===== src/rtl/data_cache.sv =====
// Direct-mapped write-through, read-allocate data cache. Load hits complete in
// the same cycle; misses and all stores stall the core via cpu_ready until the memory acks.
module data_cache #(
  parameter int INDEX_BITS = 5
) (
  input  logic            clk,
  input  logic            rst_b,
  input  logic            cpu_req,
  input  logic            cpu_we,
  input  logic [31:0]     cpu_addr,
  input  logic [0:3][7:0] cpu_wdata,
  output logic [0:3][7:0] cpu_rdata,
  output logic            cpu_ready,
  input  logic            halted,
  output logic            mm_req,
  output logic            mm_we,
  output logic [31:0]     mm_addr,
  output logic [0:3][7:0] mm_wdata,
  input  logic [0:3][7:0] mm_rdata,
  input  logic            mm_ack
);

  localparam int LINES    = 1 << INDEX_BITS;
  localparam int TAG_BITS = 30 - INDEX_BITS;

  typedef enum logic [1:0] {
    IDLE,
    RD_MISS,
    WR_THRU
  } state_e;

  state_e                state_q, state_d;
  logic                  mm_req_q, mm_req_d;
  logic                  mm_we_q, mm_we_d;
  logic [31:0]           mm_addr_q, mm_addr_d;
  logic [0:3][7:0]       mm_wdata_q, mm_wdata_d;

  logic [LINES-1:0]      valid_q;
  logic [TAG_BITS-1:0]   tag_q  [LINES];
  logic [0:3][7:0]       data_q [LINES];

  logic [INDEX_BITS-1:0] cpu_idx;
  logic [TAG_BITS-1:0]   cpu_tag;
  logic [INDEX_BITS-1:0] fill_idx;
  logic [TAG_BITS-1:0]   fill_tag;
  logic                  hit;
  logic                  fill_en;
  logic                  store_en;
  logic                  unused_addr_bits;

  assign cpu_idx  = cpu_addr[INDEX_BITS+1:2];
  assign cpu_tag  = cpu_addr[31:INDEX_BITS+2];
  // The refill is steered by the registered miss address, so it lands even if the core drops its request.
  assign fill_idx = mm_addr_q[INDEX_BITS+1:2];
  assign fill_tag = mm_addr_q[31:INDEX_BITS+2];
  assign hit      = valid_q[cpu_idx] && (tag_q[cpu_idx] == cpu_tag);

  assign unused_addr_bits = ^{cpu_addr[1:0], mm_addr_q[1:0]};

  always_comb begin
    state_d    = state_q;
    mm_req_d   = mm_req_q;
    mm_we_d    = mm_we_q;
    mm_addr_d  = mm_addr_q;
    mm_wdata_d = mm_wdata_q;
    cpu_ready  = 1'b0;
    cpu_rdata  = '0;
    fill_en    = 1'b0;
    store_en   = 1'b0;
    case (state_q)
      IDLE: begin
        if (cpu_req && !halted) begin
          if (!cpu_we) begin
            if (hit) begin
              cpu_ready = 1'b1;
              cpu_rdata = data_q[cpu_idx];
            end else begin
              state_d   = RD_MISS;
              mm_req_d  = 1'b1;
              mm_we_d   = 1'b0;
              mm_addr_d = {cpu_addr[31:2], 2'b00};
            end
          end else begin
            store_en   = hit;
            state_d    = WR_THRU;
            mm_req_d   = 1'b1;
            mm_we_d    = 1'b1;
            mm_addr_d  = {cpu_addr[31:2], 2'b00};
            mm_wdata_d = cpu_wdata;
          end
        end
      end
      RD_MISS: begin
        if (mm_ack) begin
          fill_en  = 1'b1;
          mm_req_d = 1'b0;
          state_d  = IDLE;
        end
      end
      WR_THRU: begin
        if (mm_ack) begin
          cpu_ready = cpu_req;
          mm_req_d  = 1'b0;
          mm_we_d   = 1'b0;
          state_d   = IDLE;
        end
      end
      default: state_d = IDLE;
    endcase
  end

  always_ff @(posedge clk or negedge rst_b) begin
    if (!rst_b) begin
      state_q    <= IDLE;
      mm_req_q   <= 1'b0;
      mm_we_q    <= 1'b0;
      mm_addr_q  <= '0;
      mm_wdata_q <= '0;
      valid_q    <= '0;
    end else begin
      state_q    <= state_d;
      mm_req_q   <= mm_req_d;
      mm_we_q    <= mm_we_d;
      mm_addr_q  <= mm_addr_d;
      mm_wdata_q <= mm_wdata_d;
      if (fill_en) begin
        valid_q[fill_idx] <= 1'b1;
      end
    end
  end

  always_ff @(posedge clk) begin
    if (fill_en) begin
      tag_q[fill_idx]  <= fill_tag;
      data_q[fill_idx] <= mm_rdata;
    end else if (store_en) begin
      data_q[cpu_idx] <= cpu_wdata;
    end
  end

  assign mm_req   = mm_req_q;
  assign mm_we    = mm_we_q;
  assign mm_addr  = mm_addr_q;
  assign mm_wdata = mm_wdata_q;

endmodule

===== config.mk =====
export PLATFORM = sky130hd
export DESIGN_NAME = data_cache
export DESIGN_NICKNAME = d
export VERILOG_FILES = /design/src/rtl/data_cache.sv
export SDC_FILE = /design/constraint.sdc
export NUM_CORES = 2
export LEC_CHECK = 0
export ABC_AREA = 1
export CAP_MARGIN = 20
export CORE_MARGIN = 4
export CORE_UTILIZATION = 30
export CTS_CLUSTER_SIZE = 40
export DETAILED_ROUTE_END_ITERATION = 10
export GPL_ROUTABILITY_DRIVEN = 0
export PLACE_DENSITY = 0.49
export SKIP_CTS_REPAIR_TIMING = 1
export SLEW_MARGIN = 20
export SYNTH_ARGS = -nofsm -noshare
export SYNTH_HDL_FRONTEND = slang
export SYNTH_SLANG_ARGS = --single-unit

===== constraint.sdc =====
create_clock -name clk -period 8.8 [get_ports clk]
set_clock_uncertainty 0.05 [all_clocks]
set_input_delay 1.76 -clock clk [delete_from_list [all_inputs] [get_ports clk]]
set_output_delay 1.76 -clock clk [all_outputs]
set_load 0.1 [all_outputs]

==> metrics.csv <==
metric,value,unit
Total Power,0.0235,W
largest cells by area after synthesis,"edfxtp_1 71%, nand2_1 10%, nand3_1 4.8%",
Rows,186,
via count,51000,
area grow syn2layout,18.6,%
compound-gate portion of the synthesized area,0.0716,
slowest library cell on the worst path,a21oi_1,
largest fanout on the critical path,89,
Critical Path RT,6.99,ns
DP HPWL,125000,um
P_int,0.0167,W
RSZ-0062 raised after global routing,false,
first-pass GRT wire length,350000,um
Seq pwr share,0.478,
status,finished clean,
clock latency on the worst-skew pair,0.87,ns
Die ar.,0.266,mm2
cells after synthesis,6329,
Worst path max stage delay,0.83,ns
clock share of power,0.377,
yosys warns,0,
Pins Over Slew Limit,0,
arrival time worst endpoint,6.32,ns
gr usage total,0.179,
initial antenna violation count,6,
htree depth,4,
NumNets Final,6606,
"delay-heaviest family, CP",simple AND/OR/NAND/NOR gates,
Final period util,0.923,
CTS tree,yes,
synthesis-stage register bit count,1922,
core area,0.256,mm2
area share of and/or/nand/nor cells after synthesis,0.160,
area of the multi-input gates,0.0186,mm2
Clock Pin Slew Worst Setup and Hold Paths,0.07,ns
drt drc,0,
Final ANT Viol Nets,0,
Startpoint Class,primary input,
Netlist cell types,31,
post-synthesis mux area share,0,
NetSw,0.00679,W
"Seq/Total Area, Yosys",0.741,
Die Wd,515,um
Worst-Margin Slew,1.14,ns
Starting Density,0.301,
vias in the first global route,48400,
DRT iter0 DRCs,5276,
WP buf/inv,5,
clk sink count,1922,
area share of the largest cell type after synthesis,0.709,
post-synth top area cell,edfxtp_1,
CP endpoint kind,primary output,
Max-Cap Viols,0,
largest net degree at the start of global routing,205,
# IOs,201,
Crit Path Class,primary input to primary output,
Longest Clk Path Bufs,3,
HP Class,register to register,
largest family of logic cells by synthesized area,simple AND/OR/NAND/NOR gates,
wire per inst,24.2,um
TritonCTS Buffers,204,
Post-Layout Inst Area,0.0916,mm2
Lkg Pwr,32.0,nW
"Hold Vio Cnt, Final",0,
minimum clock period,8.13,ns
Fmax achieved,123,MHz
Pwr per Cell Area,257,mW/mm2
Buffers on Ports,196,
switching share of power,0.289,
Post-Route Setup TNS,0,ns
via density per instance,5.07,
setup violators final,0,
Synth Area in XOR/XNOR,0,
layout cell share with drive strength beyond 1,0.103,
Synth Cell Area,0.0772,mm2
fillers,24800,
register area,0.0572,mm2
cell mode on critical path,nand2_1,
post-synthesis adder-cell area fraction,0.000486,
Die Span Y,515,um
Clock Root Buffer,clkbuf_16,
dpl cell area,0.0846,mm2
Slew headroom,0.239,
router iterations before antenna repair,5,
Routed WL,243000,um
CP Cell Sequence,buf_8 > inv_8 > buf_4 > nand2_1 > nand3_1 > nand3_1 > nand2_1 > nand2_1 > nand3_1 > nand2_1 > nand2_1 > nand2_1 > nor2_1 > nand2_1 > nor2_1 > nand2_1 > nor2_2 > nand3_2 > buf_12 > a21oi_1 > buf_12,
VDD IR max,271,uV
Syn Area/Cell,12.2,um2
Logic pwr share,0.145,
grt ovf,0,
==> worst register-to-register path: stages (launching register included) <==
cell and delay (ns):
edfxtp_1 0.36, nand2_1 0.07, nand3_1 0.08, nand3_1 0.10, nand2_1 0.09, nand2_1 0.06, nand3_1 0.13, nand3_1 0.30
nand2_1 0.08, nor2_1 0.26, nand3b_1 0.13, nor2_1 0.42, nand3_4 0.37, o21ai_1 0.29, nand3_1 0.66, nor2_4 1.05
buf_12 0.29
==> power groups by stage <==
| stage | Combinational [W] | Clock [W] | Sequential (W) |
|---|---|---|---|
| after global placement | 0.00341 | 0 | 0.0114 |
| after detailed placement | 0.00344 | 0 | 0.0114 |
| after global routing | 0.00364 | 0.00942 | 0.0113 |
| after floorplan | 0.000965 | 0 | 0.0126 |
| after CTS | 0.00345 | 0.00902 | 0.0112 |
| final | 0.00342 | 0.00885 | 0.0112 |
==> metrics by stage <==
step | std cells | hold WS, ns | setup slack, ns | util
after floorplan | 6330 | 0.389 | 1.86 | -
after global placement | 9678 | 0.379 | 0.711 | 0.330
after detailed placement | 9678 | 0.380 | 0.751 | 0.330
final | 10100 | 0.399 | 0.674 | 0.357
after global routing | 10100 | 0.423 | 0.501 | 0.357
after CTS | 10100 | 0.396 | 0.716 | 0.357
==> metal layers <==
metal | GRT usage | part of all wire
met5 | 0 | 0
met4 | 0.0382 | 0.018
met3 | 0.0265 | 0.059
met2 | 0.286 | 0.46
met1 | 0.257 | 0.46
==> worst paths after layout <==
check                           slack, ns  depth (start not counted)                  endpoint                    start
worst max-delay path                 0.67                         21              cpu_rdata[5]              cpu_addr[2]
worst min-delay path                 0.40                          0     tag_q[5][3]$_DFFE_PP_  mm_addr[10]$_DFFE_PN0P_
worst max register to register       3.62                         16  data_q[17][31]$_DFFE_PP_    tag_q[3][1]$_DFFE_PP_
worst min register to register       0.40                          0     tag_q[5][3]$_DFFE_PP_  mm_addr[10]$_DFFE_PN0P_
max in group asynchronous            6.40                          2   mm_addr[13]$_DFFE_PN0P_                    rst_b
min in group asynchronous            0.83                          1   mm_wdata[7]$_DFFE_PN0P_                    rst_b
==> cells in the mapped netlist, drive strengths merged <==
library cell and n:
a21oi 518, a221o 5, a221oi 64, a22oi 64
a32o 27, and3 2, buf 173, clkbuf 252
conb 1, dfrtp 98, edfxtp 1824, ha 3
inv 85, nand2 2050, nand3 740, nand3b 2
nand4 4, nor2 96, nor3 59, o211ai 21
o21ai 104, o21bai 1, o311ai 102, or2 34
==> registers in the layout, summed over array words and instances (netlist names) <==
signal / count
mm_req: 1
valid_q: 32
state_q: 2
mm_we: 1
tag_q: 800
data_q: 1024
mm_addr: 30
mm_wdata: 32
==> layout make-up <==
| type | instances | share of cell area |
|---|---|---|
| Inverter | 85 | 0.00378 |
| Timing Repair Buffer | 390 | 0.0458 |
| Sequential cell | 1922 | 0.625 |
| Clock buffer | 264 | 0.0590 |
| Antenna cell | 3 | 0.0000820 |
| Tap cell | 3384 | 0.0462 |
| Multi-Input combinational cell | 3898 | 0.203 |
| Clock inverter | 113 | 0.0167 |
==> logic make-up (layout without fill, tap and decap cells) <==
kind of cell,count (synthesis),after routing
AO/OA/AOI/OAI,906,906
adder cells (fa/ha/maj),3,3
buffers and inverters,510,852
flip-flops,1922,1922
other,1,5
AND/OR/NAND/NOR,2987,2987
==> placed cells by master (no fill, tap or decap), types with 3 or more instances in the layout <==
| cell type | synthesis | routed |
|---|---|---|
| edfxtp_1 | 1824 | 1824 |
| inv_16 | 0 | 3 |
| nand3_1 | 738 | 737 |
| o21ai_0 | 71 | 71 |
| ha_1 | 3 | 3 |
| a22oi_1 | 64 | 64 |
| nor2_4 | 0 | 64 |
| inv_8 | 0 | 4 |
| buf_4 | 11 | 164 |
| clkinv_2 | 0 | 34 |
| dfrtp_1 | 98 | 92 |
| clkdlybuf4s50_1 | 0 | 152 |
| diode_2 | 0 | 3 |
| clkbuf_16 | 0 | 204 |
| nand2_1 | 2049 | 2047 |
| o21ai_4 | 0 | 13 |
| buf_12 | 0 | 67 |
| clkinv_1 | 0 | 31 |
| nor3_1 | 59 | 59 |
| buf_8 | 0 | 3 |
| inv_2 | 7 | 6 |
| clkinv_16 | 0 | 12 |
| o21ai_2 | 0 | 19 |
| nor2_1 | 95 | 31 |
| a32o_1 | 27 | 27 |
| bufinv_16 | 0 | 25 |
| nand2_2 | 1 | 3 |
| or2_2 | 34 | 34 |
| a21oi_1 | 518 | 518 |
| clkbuf_1 | 252 | 53 |
| a221o_1 | 5 | 5 |
| a221oi_1 | 64 | 64 |
| clkinvlp_4 | 0 | 4 |
| o311ai_0 | 102 | 102 |
| inv_1 | 78 | 74 |
| dfrtp_2 | 0 | 6 |
| nand4_1 | 4 | 4 |
| o211ai_1 | 21 | 21 |
| clkbuf_8 | 0 | 7 |
Power figures use the tool's default switching activity.
